==> src/rtl/lsu_pkg.sv <==
`default_nettype none
// ============================================================================
// Module      : lsu_pkg
// Description : Shared types and constants for the load/store memory port:
//               store-size and load-part codes, port FSM states, byte-enable
//               patterns and a load-code legality helper.
// Revision    : 1.0 - initial release
// ============================================================================
package lsu_pkg;

    // Store size code from the decoder
    typedef enum logic [1:0] {
        SS_SW  = 2'b00,
        SS_SH  = 2'b01,
        SS_SB  = 2'b10,
        SS_ILL = 2'b11
    } store_src_e;

    // Load part code from the decoder; the unlisted encodings are illegal
    typedef enum logic [2:0] {
        LP_LB  = 3'b000,
        LP_LH  = 3'b001,
        LP_LW  = 3'b010,
        LP_LBU = 3'b100,
        LP_LHU = 3'b101
    } load_part_e;

    // Memory port transaction states
    typedef enum logic [1:0] {
        IDLE = 2'b00,
        REQ  = 2'b01,
        DONE = 2'b10
    } lsu_state_e;

    // Byte-enable patterns
    localparam logic [3:0] c_BE_WORD    = 4'b1111;
    localparam logic [3:0] c_BE_HALF_LO = 4'b0011;
    localparam logic [3:0] c_BE_HALF_HI = 4'b1100;
    localparam logic [3:0] c_BE_BYTE0   = 4'b0001;

    // True for the five defined load part encodings
    function automatic logic load_part_legal(input logic [2:0] lp);
        logic ok;
        case (lp)
            3'b000, 3'b001, 3'b010, 3'b100, 3'b101: ok = 1'b1;
            default:                                ok = 1'b0;
        endcase
        return ok;
    endfunction

endpackage
`default_nettype wire

==> src/rtl/lsu_load_align.sv <==
`default_nettype none
// ============================================================================
// Module      : lsu_load_align
// Description : Combinational load-data aligner. Selects the byte, halfword
//               or word addressed by the low offset bits of a read word and
//               sign- or zero-extends it to 32 bits. Shared with the cache
//               refill path, so it carries no state.
// Revision    : 1.0 - initial release
// ============================================================================
module lsu_load_align
    import lsu_pkg::*;
(
    input  logic [31:0] rdata,
    input  logic [1:0]  offset,
    input  load_part_e  load_part,
    output logic [31:0] load_data
);

    logic [7:0]  w_byte;
    logic [15:0] w_half;

    // Pick the addressed lane, then extend according to the load part
    always_comb begin
        w_byte    = rdata[7:0];
        w_half    = offset[1] ? rdata[31:16] : rdata[15:0];
        load_data = rdata;

        case (offset)
            2'd0:    w_byte = rdata[7:0];
            2'd1:    w_byte = rdata[15:8];
            2'd2:    w_byte = rdata[23:16];
            default: w_byte = rdata[31:24];
        endcase

        case (load_part)
            LP_LB:   load_data = {{24{w_byte[7]}}, w_byte};
            LP_LBU:  load_data = {24'h000000, w_byte};
            LP_LH:   load_data = {{16{w_half[15]}}, w_half};
            LP_LHU:  load_data = {16'h0000, w_half};
            default: load_data = rdata;
        endcase
    end

endmodule
`default_nettype wire

==> src/rtl/lsu_mem_port.sv <==
`default_nettype none
// ============================================================================
// Module      : lsu_mem_port
// Description : Memory-stage load/store port. Runs one outstanding req/ready
//               transaction per M-stage op, drives byte enables and
//               lane-replicated store data, aligns/extends load data and
//               stalls the pipeline until the access completes. A bus that
//               never answers is abandoned after TIMEOUT_CYCLES with bus_err.
//               Optional: define LSU_MISALIGN_TRAP_EN to refuse misaligned
//               halfword/word accesses and pulse the misalign output.
// Revision    : 1.0 - initial release
// ============================================================================
module lsu_mem_port
    import lsu_pkg::*;
#(
    parameter int ADDR_W         = 32,
    parameter int TIMEOUT_CYCLES = 16
) (
    input  logic              clk,
    input  logic              reset_n,
    input  logic              mem_read_m,
    input  logic              mem_write_m,
    input  logic [1:0]        store_src_m,
    input  logic [2:0]        load_part_m,
    input  logic [ADDR_W-1:0] addr_m,
    input  logic [31:0]       wdata_m,
    output logic              stall_m,
    output logic [31:0]       load_data,
    output logic              load_valid,
    output logic              bus_err,
    output logic              bus_req,
    output logic              bus_we,
    output logic [ADDR_W-1:0] bus_addr,
    output logic [3:0]        bus_be,
    output logic [31:0]       bus_wdata,
    input  logic              bus_ready,
    input  logic [31:0]       bus_rdata
`ifdef LSU_MISALIGN_TRAP_EN
    ,
    output logic              misalign
`endif
);

    localparam int c_CNT_W = (TIMEOUT_CYCLES > 1) ? $clog2(TIMEOUT_CYCLES + 1) : 1;
    localparam logic [c_CNT_W-1:0] c_TIMEOUT = c_CNT_W'(TIMEOUT_CYCLES);

    lsu_state_e          state_q, state_d;
    logic [c_CNT_W-1:0]  cnt_q, cnt_d;
    logic                we_q, we_d;
    logic [ADDR_W-1:0]   addr_q, addr_d;
    logic [3:0]          be_q, be_d;
    logic [31:0]         wdata_q, wdata_d;
    logic [2:0]          load_part_q, load_part_d;
    logic [31:0]         load_data_q, load_data_d;
    logic                load_valid_q, load_valid_d;
    logic                bus_err_q, bus_err_d;

    logic                w_is_store;
    logic                w_is_load;
    logic                w_legal;
    logic                w_issue;
    logic [3:0]          w_st_be;
    logic [31:0]         w_st_wdata;
    logic [c_CNT_W-1:0]  w_cnt_inc;
    logic                w_timeout;
    logic [31:0]         w_aligned;
`ifdef LSU_MISALIGN_TRAP_EN
    logic                w_misaligned;
`endif

    // Aligner works on the live read word so the result is ready at capture
    lsu_load_align u_load_align (
        .rdata     (bus_rdata),
        .offset    (addr_q[1:0]),
        .load_part (load_part_e'(load_part_q)),
        .load_data (w_aligned)
    );

    // Decode the presented op: store wins over load, illegal codes are no-ops
    always_comb begin
        w_is_store = mem_write_m;
        w_is_load  = mem_read_m & ~mem_write_m;
        w_legal    = 1'b0;
        if (w_is_store) begin
            w_legal = (store_src_e'(store_src_m) != SS_ILL);
        end else if (w_is_load) begin
            w_legal = load_part_legal(load_part_m);
        end
`ifdef LSU_MISALIGN_TRAP_EN
        w_misaligned = 1'b0;
        if (w_is_store) begin
            w_misaligned = ((store_src_e'(store_src_m) == SS_SH) && addr_m[0]) ||
                           ((store_src_e'(store_src_m) == SS_SW) && (addr_m[1:0] != 2'b00));
        end else begin
            w_misaligned = (((load_part_e'(load_part_m) == LP_LH) ||
                             (load_part_e'(load_part_m) == LP_LHU)) && addr_m[0]) ||
                           ((load_part_e'(load_part_m) == LP_LW) && (addr_m[1:0] != 2'b00));
        end
        w_issue = w_legal & ~w_misaligned;
`else
        w_issue = w_legal;
`endif
    end

    // Store lane steering: byte enables and replicated write data
    always_comb begin
        w_st_be    = 4'b0000;
        w_st_wdata = 32'h0000_0000;
        case (store_src_e'(store_src_m))
            SS_SW: begin
                w_st_be    = c_BE_WORD;
                w_st_wdata = wdata_m;
            end
            SS_SH: begin
                w_st_be    = addr_m[1] ? c_BE_HALF_HI : c_BE_HALF_LO;
                w_st_wdata = {2{wdata_m[15:0]}};
            end
            SS_SB: begin
                w_st_be    = c_BE_BYTE0 << addr_m[1:0];
                w_st_wdata = {4{wdata_m[7:0]}};
            end
            default: begin
                w_st_be    = 4'b0000;
                w_st_wdata = 32'h0000_0000;
            end
        endcase
    end

    // Timeout fires on the REQ cycle that would bring the count to the limit
    always_comb begin
        w_cnt_inc = cnt_q + 1'b1;
        w_timeout = (TIMEOUT_CYCLES != 0) && (w_cnt_inc == c_TIMEOUT);
    end

    // Transaction FSM: next state and captured bus/result fields
    always_comb begin
        state_d      = state_q;
        cnt_d        = cnt_q;
        we_d         = we_q;
        addr_d       = addr_q;
        be_d         = be_q;
        wdata_d      = wdata_q;
        load_part_d  = load_part_q;
        load_data_d  = load_data_q;
        load_valid_d = 1'b0;
        bus_err_d    = 1'b0;

        case (state_q)
            IDLE: begin
                if (w_issue) begin
                    state_d     = REQ;
                    cnt_d       = '0;
                    we_d        = w_is_store;
                    addr_d      = addr_m;
                    load_part_d = load_part_m;
                    if (w_is_store) begin
                        be_d    = w_st_be;
                        wdata_d = w_st_wdata;
                    end else begin
                        be_d    = c_BE_WORD;
                        wdata_d = 32'h0000_0000;
                    end
                end
            end
            REQ: begin
                if (bus_ready) begin
                    state_d = DONE;
                    cnt_d   = '0;
                    if (!we_q) begin
                        load_valid_d = 1'b1;
                        load_data_d  = w_aligned;
                    end
                end else if (w_timeout) begin
                    state_d     = DONE;
                    cnt_d       = '0;
                    bus_err_d   = 1'b1;
                    load_data_d = 32'h0000_0000;
                end else if (TIMEOUT_CYCLES != 0) begin
                    cnt_d = w_cnt_inc;
                end
            end
            DONE: begin
                state_d = IDLE;
            end
            default: begin
                state_d = IDLE;
                cnt_d   = '0;
            end
        endcase
    end

    // State and capture registers with synchronous active-low reset
    always_ff @(posedge clk) begin
        if (!reset_n) begin
            state_q      <= IDLE;
            cnt_q        <= '0;
            we_q         <= 1'b0;
            addr_q       <= '0;
            be_q         <= 4'b0000;
            wdata_q      <= 32'h0000_0000;
            load_part_q  <= 3'b000;
            load_data_q  <= 32'h0000_0000;
            load_valid_q <= 1'b0;
            bus_err_q    <= 1'b0;
        end else begin
            state_q      <= state_d;
            cnt_q        <= cnt_d;
            we_q         <= we_d;
            addr_q       <= addr_d;
            be_q         <= be_d;
            wdata_q      <= wdata_d;
            load_part_q  <= load_part_d;
            load_data_q  <= load_data_d;
            load_valid_q <= load_valid_d;
            bus_err_q    <= bus_err_d;
        end
    end

    // Bus fields come straight from registers and are quiet outside REQ
    always_comb begin
        bus_req    = (state_q == REQ);
        bus_we     = bus_req & we_q;
        bus_addr   = bus_req ? {addr_q[ADDR_W-1:2], 2'b00} : '0;
        bus_be     = bus_req ? be_q : 4'b0000;
        bus_wdata  = bus_req ? wdata_q : 32'h0000_0000;
        stall_m    = ((state_q == IDLE) && w_issue) || (state_q == REQ);
        load_data  = load_data_q;
        load_valid = load_valid_q;
        bus_err    = bus_err_q;
`ifdef LSU_MISALIGN_TRAP_EN
        misalign   = (state_q == IDLE) && w_legal && w_misaligned;
`endif
    end

endmodule
`default_nettype wire
==> config.mk <==
export PLATFORM = sky130hd
export DESIGN_NAME = lsu_mem_port
export DESIGN_NICKNAME = d
export VERILOG_FILES = /design/src/rtl/lsu_pkg.sv /design/src/rtl/lsu_load_align.sv /design/src/rtl/lsu_mem_port.sv
export SDC_FILE = /design/constraint.sdc
export NUM_CORES = 1
export LEC_CHECK = 0
export ABC_AREA = 1
export CAP_MARGIN = 20
export CORE_ASPECT_RATIO = 0.9
export CORE_MARGIN = 3
export CORE_UTILIZATION = 69
export DETAILED_ROUTE_END_ITERATION = 7
export DONT_BUFFER_PORTS = 1
export PLACE_DENSITY_LB_ADDON = 0.08
export SLEW_MARGIN = 20
export SYNTH_ARGS = -nofsm -noshare
export SYNTH_HDL_FRONTEND = slang
export SYNTH_HIERARCHICAL = 1
export SYNTH_SLANG_ARGS = --single-unit
==> constraint.sdc <==
create_clock -name clk -period 3.5 [get_ports clk]
set_input_delay 0.7 -clock clk [delete_from_list [all_inputs] [get_ports clk]]
set_output_delay 0.7 -clock clk [all_outputs]
set_load 0.05 [all_outputs]
==> run summary, run 1 <==
Post-DP Area -> 6560 um^2
CTS tree -> built
Layout area overhead -> 15.8%
Multi-input logic area -> 3070 um^2
Leakage power -> 0.00341 uW
RePlAce Congestion -> 0.952
Gate count of the mapped netlist -> 1003
DRC violations left -> 0
EDFF count, synth -> 0
Simple-gate share of the synthesized area -> 39.1%
FP Rows -> 32
DRT Pass-1 Iters -> 6
Tcrit/Tclk final -> 78.1%
Initial Util -> 71.4%
Die W -> 106 um
Max Slew Vio Count -> 0
Met1 WL -> 6.95 mm
Post-CTS Setup Inserts -> 0
Post-CTS Resized -> 0
Total grt overflow -> 0
Initial antenna violation count -> 0
Maximum clock rate -> 366 MHz
Sequential cell area -> 2260 um^2
Met3 wire length -> 2.18 mm
Synth warnings -> 6
Top cells by area, synth -> dfxtp_1, nand2_1, nand3_1
Net total in the final layout -> 1150
Critical path class -> flip-flop to output port
Main combinational cell family by area after synthesis -> simple AND/OR/NAND/NOR gates
H-Tree Depth -> 4
Crit path DAT -> 2.03 ns
Final wirelength -> 18.4 mm
Met2 WL -> 8.79 mm
Share of the synthesized area in the top cell type -> 36.7%
Crit-path cells -> inv_1 -> nand2_2 -> buf_4 -> nor2_1 -> buf_4
Post-Syn Area -> 6170 um^2
Final Skew -> 0.0107 ns
Max VDD drop -> 0.585 mV
CTS Hold Bufs -> 0
Max clock buf depth -> 2
RSZ-0062 raised after global routing -> false
IO buf count -> 0
Power, Total -> 3730 uW
Largest fanout on the critical path -> 31
Root Buffer -> clkbuf_8
Routed vias/inst -> 5.62
Total CTS buffers -> 17
Worst skew pair latency -> 0.51 ns
Synth top cells by count -> nand2_1, inv_1, dfxtp_1
First-pass GRT wire length -> 28.7 mm
Minimum clock period -> 2.73 ns
WP data required -> 2.80 ns
Synth Area in Compound Gates -> 10.3%
Setup TNS -> 0 ns
DP Worst Slack -> 1.18 ns
Worst-margin pin slew -> 0.791 ns
Final WS setup -> 0.766 ns
Layout cell share with drive strength beyond 1 -> 12.3%
Worst-path clk slew -> 0.06 ns
Die area -> 10100 um^2
Core Region -> 8650 um^2
Initial DRC Count -> 818
Fillers -> 583
Post-Synth XOR/XNOR Area -> 0%
DRT antenna net count -> 0
Top FF cell, synth -> dfxtp_1
Fraction of registers with async set/reset -> 0%
Via count -> 6602
Relative slew margins -> 47.1%
Crit-path most repeated cell -> buf_4
Crit-path max cell delay -> 0.40 ns
Most numerous cell in the Yosys netlist -> nand2_1
Adder-Cell Fraction of Synth Area -> 0.203%
DR WL/cell -> 15.7 um
Crit. End Element -> output port
Pwr dens -> 522 nW/um^2
Distinct cells, synth -> 26
Outcome -> complete, no violations
Post-Syn Area per Cell -> 6.15 um^2
Pin count of the biggest net entering global routing -> 74
Total GRT Usage -> 35.2%
Max cap viols -> 0
Register area share after synthesis -> 36.7%
Final Hold Viols -> 0
Final instance area -> 7150 um^2
Ant diodes -> 0
Post-synthesis mux area share -> 0%
CP startpoint kind -> flip-flop
Final setup viols -> 0
DPL Wire Length -> 12.6 mm
Top layer used by detailed routing -> met4
Io pins -> 211
Worst Hold Class -> input port to flip-flop
Slowest cell on the critical path -> buf_4
CTS Sinks -> 113
Die Ht -> 95.7 um
DP Cell Count -> 1142
Synth Register Bits -> 113
Number of global-route vias before repair -> 6102
Non-Filler Instances -> 1175
Leading area contributor after synthesis -> dfxtp_1
==> worst max-delay path, delay by kind of cell (launching register included) <==
kind | cells | cell delay [ns]
buffers and inverters | 3 | 0.70
DFF | 1 | 0.36
and+or+nand+nor | 2 | 0.48
==> area by class of cell <==
class	instances	area share (%)
inverter	127	6.67
timing repair buffer	78	8.65
multi-input combinational	706	43.0
sequential	113	31.7
tap	119	2.08
clock inverter	13	1.94
clock buffer	19	6.04
==> power breakdown <==
group	switching [uW]	internal, uW	leakage (uW)
sequential	115	1360	0.000922
clock	619	1030	0.000266
combinational	428	181	0.00222
total	1160	2570	0.00341
==> metal layers <==
metal	up-vias	track usage [%]
met5	-	0
met4	0	13.9
met3	64	10.9
met2	411	59.0
met1	2954	42.7
li1	3173	-
==> layout by cell type, fill, tap and decap left out <==
cell type / netlist / layout
a21oi_1: 80 / 80
buf_12: 0 / 2
buf_4: 13 / 75
buf_8: 0 / 1
bufinv_16: 0 / 2
clkbuf_1: 15 / 1
clkbuf_16: 0 / 16
clkbuf_8: 0 / 2
clkinv_2: 0 / 3
clkinv_4: 0 / 3
clkinvlp_4: 0 / 5
conb_1: 1 / 2
dfxtp_1: 113 / 113
ha_1: 1 / 1
inv_1: 123 / 123
inv_2: 4 / 4
nand2_1: 362 / 361
nand2_2: 5 / 6
nand3_1: 94 / 94
nand3_2: 3 / 3
nand3_4: 2 / 2
nand4_1: 6 / 6
nor2_1: 102 / 102
nor2_2: 3 / 3
nor2_4: 2 / 2
nor3_1: 1 / 1
nor3_4: 1 / 1
o211ai_1: 10 / 10
o21a_1: 1 / 1
o21ai_0: 30 / 30
or2_1: 1 / 1
==> metrics by stage <==
stage	hold WS [ns]	utilization, %
floorplan	0.431	-
global route	0.259	82.6
detailed placement	0.452	75.9
CTS	0.258	82.5
finish	0.273	82.6
global placement	0.442	75.6
==> sequential cells by signal, summed over array words and instances (netlist names) <==
signal	flops
load_part_q	3
we_q	1
addr_q	32
wdata_q	32
state_q	2
load_valid	1
be_q	4
load_data	32
cnt_q	5
bus_err	1
==> final timing paths <==
kind	from	endpoint	slack (ns)	cells past startpoint
min reg2reg	addr_q[5]	addr_q[5]	0.46	2
max	state_q[1]	bus_addr[7]	0.77	5
min	bus_ready	bus_err	0.27	1
max reg2reg	state_q[0]	load_data[3]	1.23	8
==> kinds of logic (layout without fill, tap and decap cells) <==
logic type,count (synthesis),in the layout
simple gates,582,582
compound gates,121,121
fa+ha+maj,1,1
other cells,1,2
buf+inv,185,237
flops,113,113
No activity file was read; power rests on OpenSTA's default activity.
==> run 2: changes to the inputs <==
--- a/config.mk
+++ b/config.mk
@@ -9,7 +9,7 @@
 export CAP_MARGIN = 20
 export CORE_ASPECT_RATIO = 0.9
 export CORE_MARGIN = 3
-export CORE_UTILIZATION = 69
+export CORE_UTILIZATION = 58
 export DETAILED_ROUTE_END_ITERATION = 7
 export DONT_BUFFER_PORTS = 1
 export PLACE_DENSITY_LB_ADDON = 0.08
==> constraint.sdc (replaced) <==
create_clock -name clk -period 2.3 [get_ports clk]
set_input_delay 0.46 -clock clk [delete_from_list [all_inputs] [get_ports clk]]
set_output_delay 0.46 -clock clk [all_outputs]
set_load 0.05 [all_outputs]
==> run 2 against run 1 <==
Against the previous run:
- utilization decreased by 13 points
- count of clock-buffer cells in the layout increased by 3
- sequential cell count unchanged
- clock power increased by 49%
- combinational power increased by 54%
- worst setup slack got worse by 0.61 ns
- critical path type unchanged
- critical endpoint is now bus_we
- highest routed layer unchanged
==> run summary, run 2 (synthesis gave the netlist of run 1 again) <==
DR WL/cell -> 15.4 um
Final setup viols -> 0
Routed vias/inst -> 5.42
Pin count of the biggest net entering global routing -> 74
Crit path DAT -> 1.68 ns
Crit-path max cell delay -> 0.36 ns
Initial DRC Count -> 652
Max clock buf depth -> 2
CTS tree -> built
WP data required -> 1.84 ns
DRT Pass-1 Iters -> 6
Commonest non-fill, non-tap cell in the layout -> nand2_1
Root Buffer -> clkbuf_16
Initial antenna violation count -> 0
CTS Sinks -> 113
Final Hold Viols -> 0
H-Tree Depth -> 4
DRT antenna net count -> 0
Final Skew -> 0.0108 ns
Total grt overflow -> 0
Largest fanout on the critical path -> 51
DRC violations left -> 0
Critical path class -> flip-flop to output port
Ant diodes -> 0
Worst-margin pin slew -> 0.737 ns
Io pins -> 211
RSZ-0062 raised after global routing -> false
Layout cell share with drive strength beyond 1 -> 12.6%
Layout area overhead -> 16.4%
Final wirelength -> 18.4 mm
Worst-path clk slew -> 0.05 ns
Core Region -> 10300 um^2
Slowest cell on the critical path -> dfxtp_1
Setup TNS -> 0 ns
Tcrit/Tclk final -> 93.1%
Most frequent cells in the layout -> nand2_1, inv_1, dfxtp_1
Die area -> 11900 um^2
Outcome -> complete, no violations
Via count -> 6445
Total CTS buffers -> 17
Crit-path cells -> inv_1 -> nand2_2 -> buf_6 -> nor2_1 -> buf_4
DPL Wire Length -> 12.8 mm
Max VDD drop -> 0.610 mV
Pwr dens -> 784 nW/um^2
Worst Hold Class -> input port to flip-flop
Worst skew pair latency -> 0.41 ns
Non-Filler Instances -> 1190
Max Slew Vio Count -> 0
CP startpoint kind -> flip-flop
RePlAce Congestion -> 0.929
Fillers -> 921
Post-DP Area -> 6620 um^2
Relative slew margins -> 50.9%
DP Cell Count -> 1158
Final WS setup -> 0.159 ns
Leakage power -> 0.00344 uW
Minimum clock period -> 2.14 ns
Net total in the final layout -> 1155
Number of global-route vias before repair -> 5987
Max cap viols -> 0
Die Ht -> 104 um
FP Rows -> 35
Final instance area -> 7180 um^2
First-pass GRT wire length -> 29.6 mm
CTS Hold Bufs -> 0
IO buf count -> 0
DP Worst Slack -> 0.380 ns
Total GRT Usage -> 30.4%
Crit. End Element -> output port
Die W -> 115 um
Maximum clock rate -> 467 MHz
Initial Util -> 60.0%
## run 2: where the power goes
part	total (uW)	internal [uW]	switching, uW
Combinational	935	282	653
Clock	2460	1560	901
Sequential	2240	2080	164
Total	5630	3920	1720
## run 2: worst paths after layout
kind                                 start           end  slack [ns]  cells past startpoint
worst max-delay path            state_q[1]        bus_we        0.16                      5
worst min-delay path             bus_ready       bus_err        0.15                      1
worst max register to register   addr_q[0]  load_data[9]        0.51                      6
worst min register to register     be_q[2]       be_q[2]        0.46                      2
## run 2: metrics by stage
stage	hold WS (ns)	power [uW]	utilization (%)
2_1_floorplan	0.431	3020	-
3_3_place_gp	0.440	3170	64.3
3_5_place_dp	0.452	3190	64.3
4_1_cts	0.134	5650	69.8
5_1_grt	0.135	5870	69.8
6_report	0.146	5630	69.8
## run 2: per-layer routing
metal,routed length (um),track usage (%),vias to the layer above
met2,8400,47.0,352
met5,0,0,-
li1,-,-,3181
met1,7620,41.1,2881
met4,321,8.80,0
met3,2030,9.31,31
## run 2: what timing repair did
action / 4_1_cts / 5_1_grt
buffers inserted: 0 / 0
endpoints found under the setup margin: 0 / 17
endpoints found under the hold margin: 0 / 0
resized for setup: 0 / 1
## run 2: critical path: cells and delay by family, from the launching register on
kind,cells,cell delay [ns]
and+or+nand+nor,2,0.22
DFF,1,0.36
buffers and inverters,3,0.65
## run 2: area by class of cell
type / instances / area, um^2 / area share, %
multi-input combinational: 706 / 3070 / 42.8
sequential: 113 / 2260 / 31.5
timing repair buffer: 83 / 652 / 9.08
inverter: 127 / 477 / 6.64
clock buffer: 22 / 474 / 6.60
tap: 129 / 161 / 2.25
clock inverter: 10 / 85.1 / 1.18
